<file path="config.mk">
export PLATFORM = sky130hd
export DESIGN_NAME = arithmetic_logic_unit
export DESIGN_NICKNAME = d
export VERILOG_FILES = /design/src/rtl/arithmetic_logic_unit.sv
export SDC_FILE = /design/constraint.sdc
export NUM_CORES = 1
export LEC_CHECK = 0
export ABC_AREA = 1
export ABC_CLOCK_PERIOD_IN_PS = 900
export BUFFER_PORTS_ARGS = -buffer_cell sky130_fd_sc_hd__buf_2
export CAP_MARGIN = 5
export CORE_UTILIZATION = 54
export DETAILED_ROUTE_END_ITERATION = 16
export GPL_TIMING_DRIVEN = 0
export MAX_ROUTING_LAYER = met4
export PLACE_DENSITY = 0.8
export SLEW_MARGIN = 40
export SYNTH_ARGS = -nofsm -noshare
export SYNTH_HDL_FRONTEND = slang
export SYNTH_SLANG_ARGS = --single-unit
</file>
<file path="constraint.sdc">
create_clock -name clk -period 0.9 [get_ports clk]
set_input_delay 0.27 -clock clk [delete_from_list [all_inputs] [get_ports clk]]
set_output_delay 0.27 -clock clk [all_outputs]
set_load 0.005 [all_outputs]
</file>
<file path="src/rtl/arithmetic_logic_unit.sv">
// Registered ALU: arithmetic group built on one adder (A + Y + cin), bitwise logic group,
// and V/C/Z/N flags, all captured together one cycle after the operands are presented.
module arithmetic_logic_unit #(
  parameter int WIDTH = 8
) (
  input  logic             clk,
  input  logic             rst,
  input  logic [3:0]       G,
  input  logic [WIDTH-1:0] A,
  input  logic [WIDTH-1:0] B,
  output logic [WIDTH-1:0] ALU_Result,
  output logic             V,
  output logic             C,
  output logic             Z,
  output logic             N
);

  logic [WIDTH-1:0] y_sel;
  logic             cin;
  logic [WIDTH:0]   sum;
  logic [WIDTH-1:0] logic_res;

  logic [WIDTH-1:0] result_next, result_reg;
  logic             v_next, v_reg;
  logic             c_next, c_reg;
  logic             z_reg, n_reg;

  // Second adder operand; together with cin this encodes every arithmetic code.
  always_comb begin
    y_sel = '0;
    case (G[2:1])
      2'b00: y_sel = '0;
      2'b01: y_sel = B;
      2'b10: y_sel = ~B;
      2'b11: y_sel = '1;
      default: y_sel = '0;
    endcase
  end

  assign cin = G[0];
  assign sum = {1'b0, A} + {1'b0, y_sel} + {{WIDTH{1'b0}}, cin};

  genvar gi;
  generate
    for (gi = 0; gi < WIDTH; gi++) begin : g_logic
      assign logic_res[gi] = (G[2:1] == 2'b00) ? (A[gi] & B[gi]) :
                             (G[2:1] == 2'b01) ? (A[gi] | B[gi]) :
                             (G[2:1] == 2'b10) ? (A[gi] ^ B[gi]) :
                                                 ~A[gi];
    end
  endgenerate

  always_comb begin
    result_next = sum[WIDTH-1:0];
    c_next      = sum[WIDTH];
    v_next      = (A[WIDTH-1] == y_sel[WIDTH-1]) && (sum[WIDTH-1] != A[WIDTH-1]);
    if (G[3]) begin
      result_next = logic_res;
      c_next      = 1'b0;
      v_next      = 1'b0;
    end else if (G[2:0] == 3'b111) begin
      // A + all-ones + 1 would wrap back to A with a spurious carry; report a clean pass.
      result_next = A;
      c_next      = 1'b0;
      v_next      = 1'b0;
    end
  end

  always_ff @(posedge clk or posedge rst) begin
    if (rst) begin
      result_reg <= '0;
      v_reg      <= 1'b0;
      c_reg      <= 1'b0;
      z_reg      <= 1'b1;
      n_reg      <= 1'b0;
    end else begin
      result_reg <= result_next;
      v_reg      <= v_next;
      c_reg      <= c_next;
      z_reg      <= (result_next == '0);
      n_reg      <= result_next[WIDTH-1];
    end
  end

  assign ALU_Result = result_reg;
  assign V          = v_reg;
  assign C          = c_reg;
  assign Z          = z_reg;
  assign N          = n_reg;

endmodule

</file>
== After elaboration in Yosys (flattened, before gate mapping) ==
Index checks and enable logic that the tools add are counted.

* Output and inout port bits: 12
* Logic and storage cells: 80
* Input bits: 22
* Register bits after elaboration: 12

* Equality and inequality tests: 6
* Bitwise operators: 33
* Add/sub/neg operators: 2
* Reduce and logical (&&, ||, !) cells: 3
* Multiplexer cells: 31

{| class="wikitable"
|+ Operator list
! operator !! number
|-
| 8-bit case mux with 4 select lines || 1
|-
| 1-bit 2-to-1 mux || 28
|-
| 8-bit 2-to-1 mux || 2
|-
| 8-bit by 8-bit adder with 9-bit output || 1
|-
| 9-bit by 1-bit adder with 9-bit output || 1
|-
| 1-bit AND || 8
|-
| 8-bit logical NOT || 1
|-
| 1-bit NOT || 8
|-
| 8-bit NOT || 1
|-
| 1-bit OR || 8
|-
| 1-bit bitwise XOR || 8
|-
| 2-bit == test, second input constant || 2
|-
| 3-bit == test, second input constant || 1
|-
| 2-bit by 1-bit == test with 1-bit output, second input constant || 1
|-
| 2-bit logical NOT || 1
|-
| 1-bit == test || 1
|-
| 1-bit logical AND || 1
|-
| 1-bit inequality test || 1
|}

== Depth between registers and ports, before layout ==
Gate-level depths: netlist of the first run.

* Depth after elaboration: 8
* Gate-level depth with buffers: 16
* Depth with buffers taken out: 16

== Worst setup path before layout of the first run ==
No wires, ideal clock.

* Path kind: input to register
* From: input port G[2]
* To: register z_reg, in the netlist Z
* Arrival: 1944 ps
* Required time: 833 ps
* Stages: 11
* Buffers on the path: 1
* Slack: -1111 ps
* Setup time: 67 ps
* Cell sequence: buf_2 o21ai_0 fa_1 fa_1 inv_1 nand3_1 nand4_1 nand3_1 a21oi_1 nand2_1 nor2_1

* Longest elaborated chain between the ends: 7
* Elaborated cells on any way between the ends: 35
* Classes of those cells: 2 x add/sub; 4 x eq/ne; 27 x mux; 2 x reduce/logical

{| class="wikitable"
|+ RTL lines
! item !! RTL line !! text
|-
| from (decl) || 8 || <nowiki>input logic [3:0] G,</nowiki>
|-
| 2-bit == test (tied with other cells) || 31 || <nowiki>case (G[2:1])</nowiki>
|-
| 8-bit case mux with 4 select lines || 31 ||
|-
| 8-bit by 8-bit adder with 9-bit output || 41 || <nowiki>assign sum = {1'b0, A} + {1'b0, y_sel} + {{WIDTH{1'b0}}, cin};</nowiki>
|-
| 9-bit by 1-bit adder with 9-bit output || 41 ||
|-
| 8-bit 2-to-1 mux || 61 || <nowiki>end else if (G[2:0] == 3'b111) begin</nowiki>
|-
| 8-bit 2-to-1 mux * || 57 || <nowiki>if (G[3]) begin</nowiki>
|-
| 8-bit logical NOT * || 80 || <nowiki>z_reg <= (result_next == '0);</nowiki>
|-
| to (signal assigned) || 80 ||
|-
| to (decl) || 26 || <nowiki>logic z_reg, n_reg;</nowiki>
|}

Every way passes the cells marked *; elsewhere a longest branch is shown, timed or not.

== Worst setup path in the final report of the first run ==
* From: input port G[1]
* To: register z_reg, in the netlist Z

The elaborated chain is that of the path after synthesis.

==> results.ini, run 1 <==
[route]
firstDrtPassIters=4
viasPerCell=5.28
wl_per_cell_um=12.1
wl_um=3900
vias=1696
drtIter0Drc=40
postRouteAntennaNets=0
remaining_drc_errors=0

[final_layout]
drive_gt1_share_pct=32.6
final_cells=321
area_delta_synth_final_pct=33.9
nets=339
n_antenna_cell=0
utilization_pct=78.9

[floorplanning]
rows=18
core_area_um2=2540
die_x_um=54.7
die_h_um=54.7
die_area_um2=2990
pin_count=34
initial_core_util_pct=58.9

[global_route]
grt_pass1_wl_um=6130
grt_overflow=0
grt_pass1_vias=1443
grtUsageTotal_pct=29.3
use_met3_pct=0.278
busiest_layer=met2
grt_max_degree=12
antenna_found_initial=0
use_met2_pct=50.0
grt_util_met1_pct=36.2

[logic_synthesis]
async_reset_ff_share_pct=100
synth_common_cells=nand2_1 (70), inv_1 (42), nand3_1 (26), ha_1 (23), nor2_1 (20)
ys_seq_elements=11
yosysWarnings=0
synth_ff_type=dfrtp_1
synth-edff-count=0
avgSynthCellArea_um2=6.17
synth_nets=290
synth_area_um2=1500
syn_inst=243
synth_top_area_share_pct=19.2
ys_top_cells_by_area=ha_1 (19%), nand2_1 (18%), dfrtp_1 (17%), inv_1 (11%), nand3_1 (8.7%)
yosysSeqAreaShare_pct=18.4
synth_most_common_cell=nand2_1
synth_area_leader_cell=ha_1
yosys.cell_types.count=23

[setup_path]
endpoint_kind=flop
worstPathCellList=buf_8 -> inv_6 -> nand2_4 -> o21ai_4 -> fa_2 -> fa_2 -> inv_2 -> nand3_2 -> nand4_1 -> nand3_2 -> a21oi_2 -> nand2_1 -> nor2_1
cp_slowest_cell=fa_2
max_stage_delay_ns=0.38
crit_arrival_ns=1.94
critPathMaxFanout=5
worstSetupPathType=primary input to flop
start_kind=primary input
cp.required_ns=1.11

[flow_run]
cap_violations=0

[sta]
tightest_slew_ns=0.519
setup_viol=23
hold_violations=0
timing.final.ws_setup_ns=-0.837
rsz0062_at_grt=true
fin_crit_ns=1.74
fin_crit_sh_pct=193
max_freq_ghz=0.576
fin_setup_tns_ns=-8.73
slew_headroom_pct=65.4
slew_violations=0

[power_and_ir_drop]
vdd_ir_drop_max_mv=0.960
power_density_nw_per_um2=1010
power_leakage_nw=1.15
finalPower_w=0.00204

[place]
place_congestion=0.871
dp_cells=306
io_buffers=33
dpl.hpwl_um=2820

[cts]
cts_buffers=3
cts.sinks=11
cts-root-buf=clkbuf_4
cts_tree=built
path_clk_slew_ns=0.06
clk_path_buf_depth=2
htree_levels=1

[status]
outcome=complete, but fails checks
violations=setup timing

[hold_path]
hp-class=primary input to flop

==> cell usage in the layout, fill, tap and decap left out, types with 2 or more instances in the layout <==
master,instances
clkbuf_1,2
o21ai_1,11
buf_8,3
inv_2,5
nand2_1,57
nand3_2,8
buf_2,29
nand3_1,18
o21ai_0,9
a21oi_2,4
nand4_1,3
buf_4,10
nor2_2,3
dfrtp_1,10
buf_6,4
inv_1,38
nand2_2,12
a21oi_1,2
ha_1,23
clkbuf_4,4
o2111ai_1,2
nor2_1,19
fa_2,2
==> worst max-delay path: cells and delay by family <==
| kind | cells | cell delay [ns] |
|---|---|---|
| and+or+nand+nor | 6 | 0.50 |
| buffers and inverters | 3 | 0.22 |
| adders and majority gates | 2 | 0.74 |
| AOI/OAI and AO/OA | 2 | 0.20 |
==> cell families after synthesis <==
group           Yosys count  synth area share, %
simple gates            122                 33.7
compound gates           33                 12.4
flops                    11                 18.4
fa+ha+maj                25                 21.9
buf+inv                  52                 13.5
==> where the power goes <==
group,internal [W],total (W),leakage (nW),switching [W]
logic,0.000490,0.00114,1.01,0.000648
registers,0.000562,0.000579,0.132,0.0000171
clock network,0.000171,0.000319,0.0150,0.000148
total,0.00122,0.00204,1.15,0.000813
==> per-stage QoR <==
stage                     hold slack [ns]  cell area (µm²)  setup WS [ns]
final                               0.330             2010         -0.837
after global routing                0.347             2010         -0.948
after CTS                           0.318             1920         -0.875
after detailed placement            0.253             1730          -1.31
after global placement              0.252             1730          -1.30
after floorplan                     0.122             1530         -0.920
==> cell type report <==
class / count / area, µm²
multi-input combinational: 180 / 1150
timing repair buffer: 44 / 283
sequential: 11 / 277
inverter: 47 / 188
tap: 30 / 37.5
fill: 213 / 538
buffer: 5 / 48.8
clock buffer: 4 / 26.3
==> per-layer routing <==
layer  up-vias  wire (µm)
met1       756       1680
met3         8        182
met2        64       1990
met5         -          0
met4         0         51
li1        868          -
==> path summary, 6_finish.rpt <==
path	startpoint	depth (start not counted)	slack, ns	to
setup / recovery	G[1]	13	-0.84	Z$_DFF_PP1_
hold / removal	A[7]	3	0.33	V$_DFF_PP0_
max in group asynchronous	rst	3	0.18	Z$_DFF_PP1_
min in group asynchronous	rst	3	0.48	ALU_Result[2]$_DFF_PP0_
==> sequential cells by signal, summed over array words and instances (netlist names) <==
signal / flops
C: 1
N: 1
Z: 1
ALU_Result: 7
V: 1
==> what timing repair did <==
action / CTS / global route
setup endpoints to repair: 23 / 34
endpoints found under the hold margin: 10 / 0
gates resized for setup: 24 / 25
hold buffers: 1 / 0
pin swaps: 16 / 20
buffers inserted: 9 / 1
No activity file was read; power rests on OpenSTA's default activity.
==> run 2, diff against run 1 <==
ABC_CLOCK_PERIOD_IN_PS = 1500   (was 900)
CORE_UTILIZATION = 30   (was 54)
PLACE_DENSITY = default   (was 0.8)
clock period = 1.5 ns   (was 0.9 ns; I/O delays follow)
==> results.ini, run 2 (synthesis results as in run 1) <==
[setup_path]
crit_arrival_ns=2.17  ; was 1.94 ns
endpoint_kind=flop  ; unchanged
cp.required_ns=1.67  ; was 1.11 ns
worstSetupPathType=primary input to flop  ; unchanged
start_kind=primary input  ; unchanged
critPathMaxFanout=4  ; was 5

[status]
outcome=complete, but fails checks  ; unchanged
violations=setup timing  ; unchanged

[floorplanning]
rows=25  ; was 18
die_x_um=72.7  ; was 54.7 µm
die_area_um2=5280  ; was 2990 µm²
initial_core_util_pct=31.5  ; was 58.9%
core_area_um2=4750  ; was 2540 µm²
pin_count=34  ; unchanged
die_h_um=72.7  ; was 54.7 µm

[global_route]
antenna_found_initial=0  ; unchanged
grt_pass1_vias=1512  ; was 1443
grtUsageTotal_pct=15.8  ; was 29.3%
grt_pass1_wl_um=6380  ; was 6130 µm
grt_overflow=0  ; unchanged
grt_max_degree=12  ; unchanged

[power_and_ir_drop]
p_clk_share_pct=20.7  ; was 15.7%
seq_power_share_pct=26.0  ; was 28.5%
sw_frac_of_total_pct=37.7  ; was 39.9%
power_leakage_nw=1.20  ; was 1.15 nW
vdd_ir_drop_max_mv=0.284  ; was 0.960 mV
p_switching_w=0.000503  ; was 0.000813 W
pwr-share-comb_pct=53.3  ; was 55.9%
power_density_nw_per_um2=628  ; was 1010 nW/µm²
intPower_w=0.000830  ; was 0.00122 W

[sta]
timing.final.ws_setup_ns=-0.505  ; was -0.837 ns
slew_violations=0  ; unchanged
rsz0062_at_grt=true  ; unchanged
tightest_slew_ns=0.505  ; was 0.519 ns
fin_crit_ns=2.01
fin_crit_sh_pct=134
fin_setup_tns_ns=-3.17  ; was -8.73 ns
max_freq_ghz=0.499
hold_violations=0  ; unchanged
setup_viol=10  ; was 23
slew_headroom_pct=66.3  ; was 65.4%

[final_layout]
postLayoutCellArea_um2=2120  ; was 2010 µm²
n_antenna_cell=0  ; unchanged
area_delta_synth_final_pct=41.6  ; was 33.9%
largest_reg_flops=7  ; unchanged
nets=343  ; was 339
final_common_cell=nand2_1  ; unchanged
utilization_pct=44.6  ; was 78.9%
layout_common_cells=nand2_1 (55), inv_1 (37), buf_2 (30)  ; was nand2_1 (57), inv_1 (38), buf_2 (29)
drive_gt1_share_pct=34.9  ; was 32.6%

[cts]
clk_path_buf_depth=2  ; unchanged
cts.sinks=11  ; unchanged
path_clk_slew_ns=0.04  ; was 0.06 ns
cts_tree=built  ; unchanged
cts-root-buf=clkbuf_8  ; was clkbuf_4
cts_buffers=3  ; unchanged
htree_levels=1  ; unchanged

[place]
dpl.hpwl_um=3090  ; was 2820 µm
place_congestion=0.782  ; was 0.871
io_buffers=33  ; unchanged
placed_area_um2=1780  ; was 1730 µm²

[route]
drtIter0Drc=62  ; was 40
postRouteAntennaNets=0  ; unchanged
wl_um=4060  ; was 3900 µm
viasPerCell=4.57  ; was 5.28
wl_per_cell_um=11.2  ; was 12.1 µm
vias=1654  ; was 1696
remaining_drc_errors=0  ; unchanged
firstDrtPassIters=4  ; unchanged

[flow_run]
cap_violations=0  ; unchanged

[hold_path]
hp-class=primary input to asynchronous set/reset pin  ; was primary input to flop

## run 2: stage by stage
step           std cells  total power [W]  hold WS, ns  setup slack, ns
2_1_floorplan        243         0.000723        0.302           -0.500
3_3_place_gp         343         0.000896        0.440           -0.888
3_5_place_dp         343         0.000906        0.442           -0.934
4_1_cts              357          0.00126        0.195           -0.530
5_1_grt              362          0.00145        0.240           -0.583
6_report             362          0.00133        0.184           -0.505
## run 2: how the worst max path moves through the flow
stage                     depth (start not counted)          end  from  slack, ns
final                                            12  Z$_DFF_PP1_  B[0]      -0.51
after global routing                             13  Z$_DFF_PP1_  G[1]      -0.58
after CTS                                        11  Z$_DFF_PP1_  G[2]      -0.53
after detailed placement                         14  Z$_DFF_PP1_  G[2]      -0.93
after global placement                           14  Z$_DFF_PP1_  G[2]      -0.89
after floorplan                                  10  Z$_DFF_PP1_  G[2]      -0.50
## run 2: final cells by class
cell class,instances,area (µm²)
Clock buffer,4,45.0
Fill cell,509,2630
Inverter,47,189
Tap cell,67,83.8
Buffer,5,45.0
Multi-Input combinational cell,180,1170
Timing Repair inverter,1,6.26
Sequential cell,11,277
Timing Repair Buffer,47,308
## run 2: layer usage
metal | share of wire, % | global-route usage, %
met1 | 44 | 17.4
met2 | 53 | 29.7
met3 | 1.6 | 1.24
met4 | 0.86 | 5.45
met5 | 0 | -
## run 2: critical path, stage by stage
cell,delay (ns)
buf_8,0.11
nand2_4,0.06
o21ai_4,0.05
fa_2,0.39
fa_2,0.37
inv_2,0.09
nand3_2,0.08
nand4_1,0.10
nand3_2,0.11
a21oi_2,0.18
nand2_1,0.07
nor2_1,0.10
## run 2: power groups by stage
stage | registers, W | clock network, W | logic [W]
after global routing | 0.000352 | 0.000300 | 0.000793
after CTS | 0.000347 | 0.000285 | 0.000630
after detailed placement | 0.000351 | 0 | 0.000555
final | 0.000347 | 0.000276 | 0.000711
after global placement | 0.000350 | 0 | 0.000545
after floorplan | 0.000361 | 0 | 0.000363
## run 2: repair_timing
action,4_1_cts,5_1_grt
setup endpoints to repair,10,11
pin swaps,16,26
buffers inserted,10,4
resized for setup,28,32
hold buffers,0,0
cloned,0,1
==> run 3, diff against run 2 <==
--- a/config.mk
+++ b/config.mk
@@ -11,2 +11,3 @@
 export CAP_MARGIN = 5
+export CORE_ASPECT_RATIO = 1.5
 export CORE_UTILIZATION = 30
@@ -15,3 +16,3 @@
 export MAX_ROUTING_LAYER = met4
-export SLEW_MARGIN = 40
+export SLEW_MARGIN = 20
 export SYNTH_ARGS = -nofsm -noshare
==> constraint.sdc (replaced) <==
create_clock -name clk -period 1.5 [get_ports clk]
set_input_delay 0 -clock clk [delete_from_list [all_inputs] [get_ports clk]]
set_output_delay 0 -clock clk [all_outputs]
set_load 0.005 [all_outputs]
==> results.ini, run 3 (synthesis results as in run 1) <==
[final_layout]
n_antenna_cell=0  ; unchanged
nFillCells=540  ; was 509
nets=342  ; was 343
largest_reg_flops=7  ; unchanged
seq_area_um2=277  ; unchanged
postLayoutCellArea_um2=2070  ; was 2120 µm²
final_common_cell=nand2_1  ; unchanged
multi_input_area_um2=1120  ; was 1170 µm²
layout_common_cells=nand2_1 (60), inv_1 (38), buf_2 (31)  ; was nand2_1 (55), inv_1 (37), buf_2 (30)
drive_gt1_share_pct=30.6  ; was 34.9%
area_delta_synth_final_pct=38.1  ; was 41.6%
final_cells=360  ; was 362

[cts]
htree_levels=1  ; unchanged
cts_buffers=3  ; unchanged
cts_tree=built  ; unchanged
cts-root-buf=clkbuf_8  ; unchanged
path_clk_slew_ns=0.04  ; about the same
cts.sinks=11  ; unchanged
clk_path_buf_depth=2  ; unchanged

[sta]
slew_headroom_pct=67.9  ; was 66.3%
max_freq_ghz=0.652  ; was 0.499 GHz
rsz0062_at_grt=true  ; unchanged
tightest_slew_ns=0.481  ; was 0.505 ns
whs_ns=0.0888  ; was 0.184 ns
slew_violations=0  ; unchanged
fin_crit_ns=1.53  ; was 2.01 ns
hold_violations=0  ; unchanged
setup_viol=1  ; was 10
fin_setup_tns_ns=-0.0345  ; was -3.17 ns
timing.final.ws_setup_ns=-0.0345  ; was -0.505 ns
fin_crit_sh_pct=102  ; was 134%

[setup_path]
max_stage_delay_ns=0.38  ; was 0.39 ns
crit_arrival_ns=1.70  ; was 2.17 ns
worstSetupPathType=primary input to flop  ; unchanged
start_kind=primary input  ; unchanged
cp_slowest_cell=fa_2  ; unchanged
endpoint_kind=flop  ; unchanged
cp.required_ns=1.67  ; about the same
cp_common_cell=fa_2
critPathMaxFanout=4  ; unchanged
worstPathCellList=buf_8 -> buf_6 -> o21ai_4 -> fa_2 -> fa_2 -> inv_4 -> nand3_4 -> nand4_1 -> nand3_1 -> a21oi_2 -> nand2_1 -> nor2_1  ; was buf_8 -> nand2_4 -> o21ai_4 -> fa_2 -> fa_2 -> inv_2 -> nand3_2 -> nand4_1 -> nand3_2 -> a21oi_2 -> nand2_1 -> nor2_1

[floorplanning]
die_x_um=59.7  ; was 72.7 µm
die_area_um2=5290  ; was 5280 µm²
core_area_um2=4810  ; was 4750 µm²
die_h_um=88.6  ; was 72.7 µm
initial_core_util_pct=31.2  ; was 31.5%
rows=31  ; was 25
pin_count=34  ; unchanged

[global_route]
antenna_found_initial=0  ; unchanged
grt_overflow=0  ; unchanged
grtUsageTotal_pct=16.4  ; was 15.8%
grt_pass1_vias=1554  ; was 1512
grt_pass1_wl_um=6420  ; was 6380 µm
grt_max_degree=12  ; unchanged

[status]
outcome=complete, but fails checks  ; unchanged
violations=setup timing  ; unchanged

[place]
place_congestion=0.858  ; was 0.782
dpl.hpwl_um=3130  ; was 3090 µm
dp_cells=342  ; was 343
placed_area_um2=1770  ; was 1780 µm²
pre_cts_ws_ns=-0.457  ; was -0.934 ns
io_buffers=33  ; unchanged

[route]
drtIter0Drc=32  ; was 62
postRouteAntennaNets=0  ; unchanged
wl_um=4120  ; was 4060 µm
wl_per_cell_um=11.4  ; was 11.2 µm
firstDrtPassIters=4  ; unchanged
vias=1637  ; was 1654
viasPerCell=4.55  ; was 4.57
remaining_drc_errors=0  ; unchanged

[power_and_ir_drop]
power_density_nw_per_um2=630  ; was 628 nW/µm²
vdd_ir_drop_max_mv=0.176  ; was 0.284 mV
power_leakage_nw=1.18  ; was 1.20 nW

[hold_path]
hp-class=primary input to flop  ; was primary input to asynchronous set/reset pin

[flow_run]
cap_violations=0  ; unchanged

==> run 3: routing by layer <==
layer | GRT usage, % | wire [µm]
met5 | - | 0
met4 | 5.92 | 53
met3 | 0.877 | 97
met2 | 31.1 | 2330
met1 | 17.4 | 1640
==> run 3: metrics by stage <==
step                      total power (W)  utilization [%]
after floorplan                  0.000718                -
after global placement           0.000889             36.7
after detailed placement         0.000899             36.7
after CTS                         0.00124             40.6
after global routing              0.00142             43.1
final                             0.00130             43.1
==> run 3: timing repair <==
item	4_1_cts	5_1_grt
pin swaps	13	17
hold endpoints to repair	10	0
endpoints found under the setup margin	6	7
hold buffers	1	0
resized for setup	21	27
buffers inserted	9	4
==> run 3: path summary, 6_finish.rpt <==
path / from / endpoint / cells past startpoint
setup / recovery: G[2] / Z$_DFF_PP1_ / 12
min in group asynchronous: rst / ALU_Result[3]$_DFF_PP0_ / 3
hold / removal: A[7] / V$_DFF_PP0_ / 3
max in group asynchronous: rst / Z$_DFF_PP1_ / 3
==> run 3: final cells by class <==
cell class	instances	share of cell area, %
Multi-Input combinational cell	180	54.2
Timing Repair Buffer	47	14.9
Sequential cell	11	13.4
Inverter	47	9.12
Tap cell	66	3.99
Buffer	5	2.30
Clock buffer	4	2.18
==> run 3: report_power, final <==
group / leakage, nW / switching [W] / internal, W
Sequential: 0.132 / 0.00000810 / 0.000338
Clock: 0.0228 / 0.0000935 / 0.000185
Combinational: 1.02 / 0.000385 / 0.000295
==> run 3: worst max-delay path, delay by kind of cell <==
family,cells,cell delay (ns)
compound gates,2,0.24
simple gates,5,0.43
fa+ha+maj,2,0.74
buf+inv,3,0.30
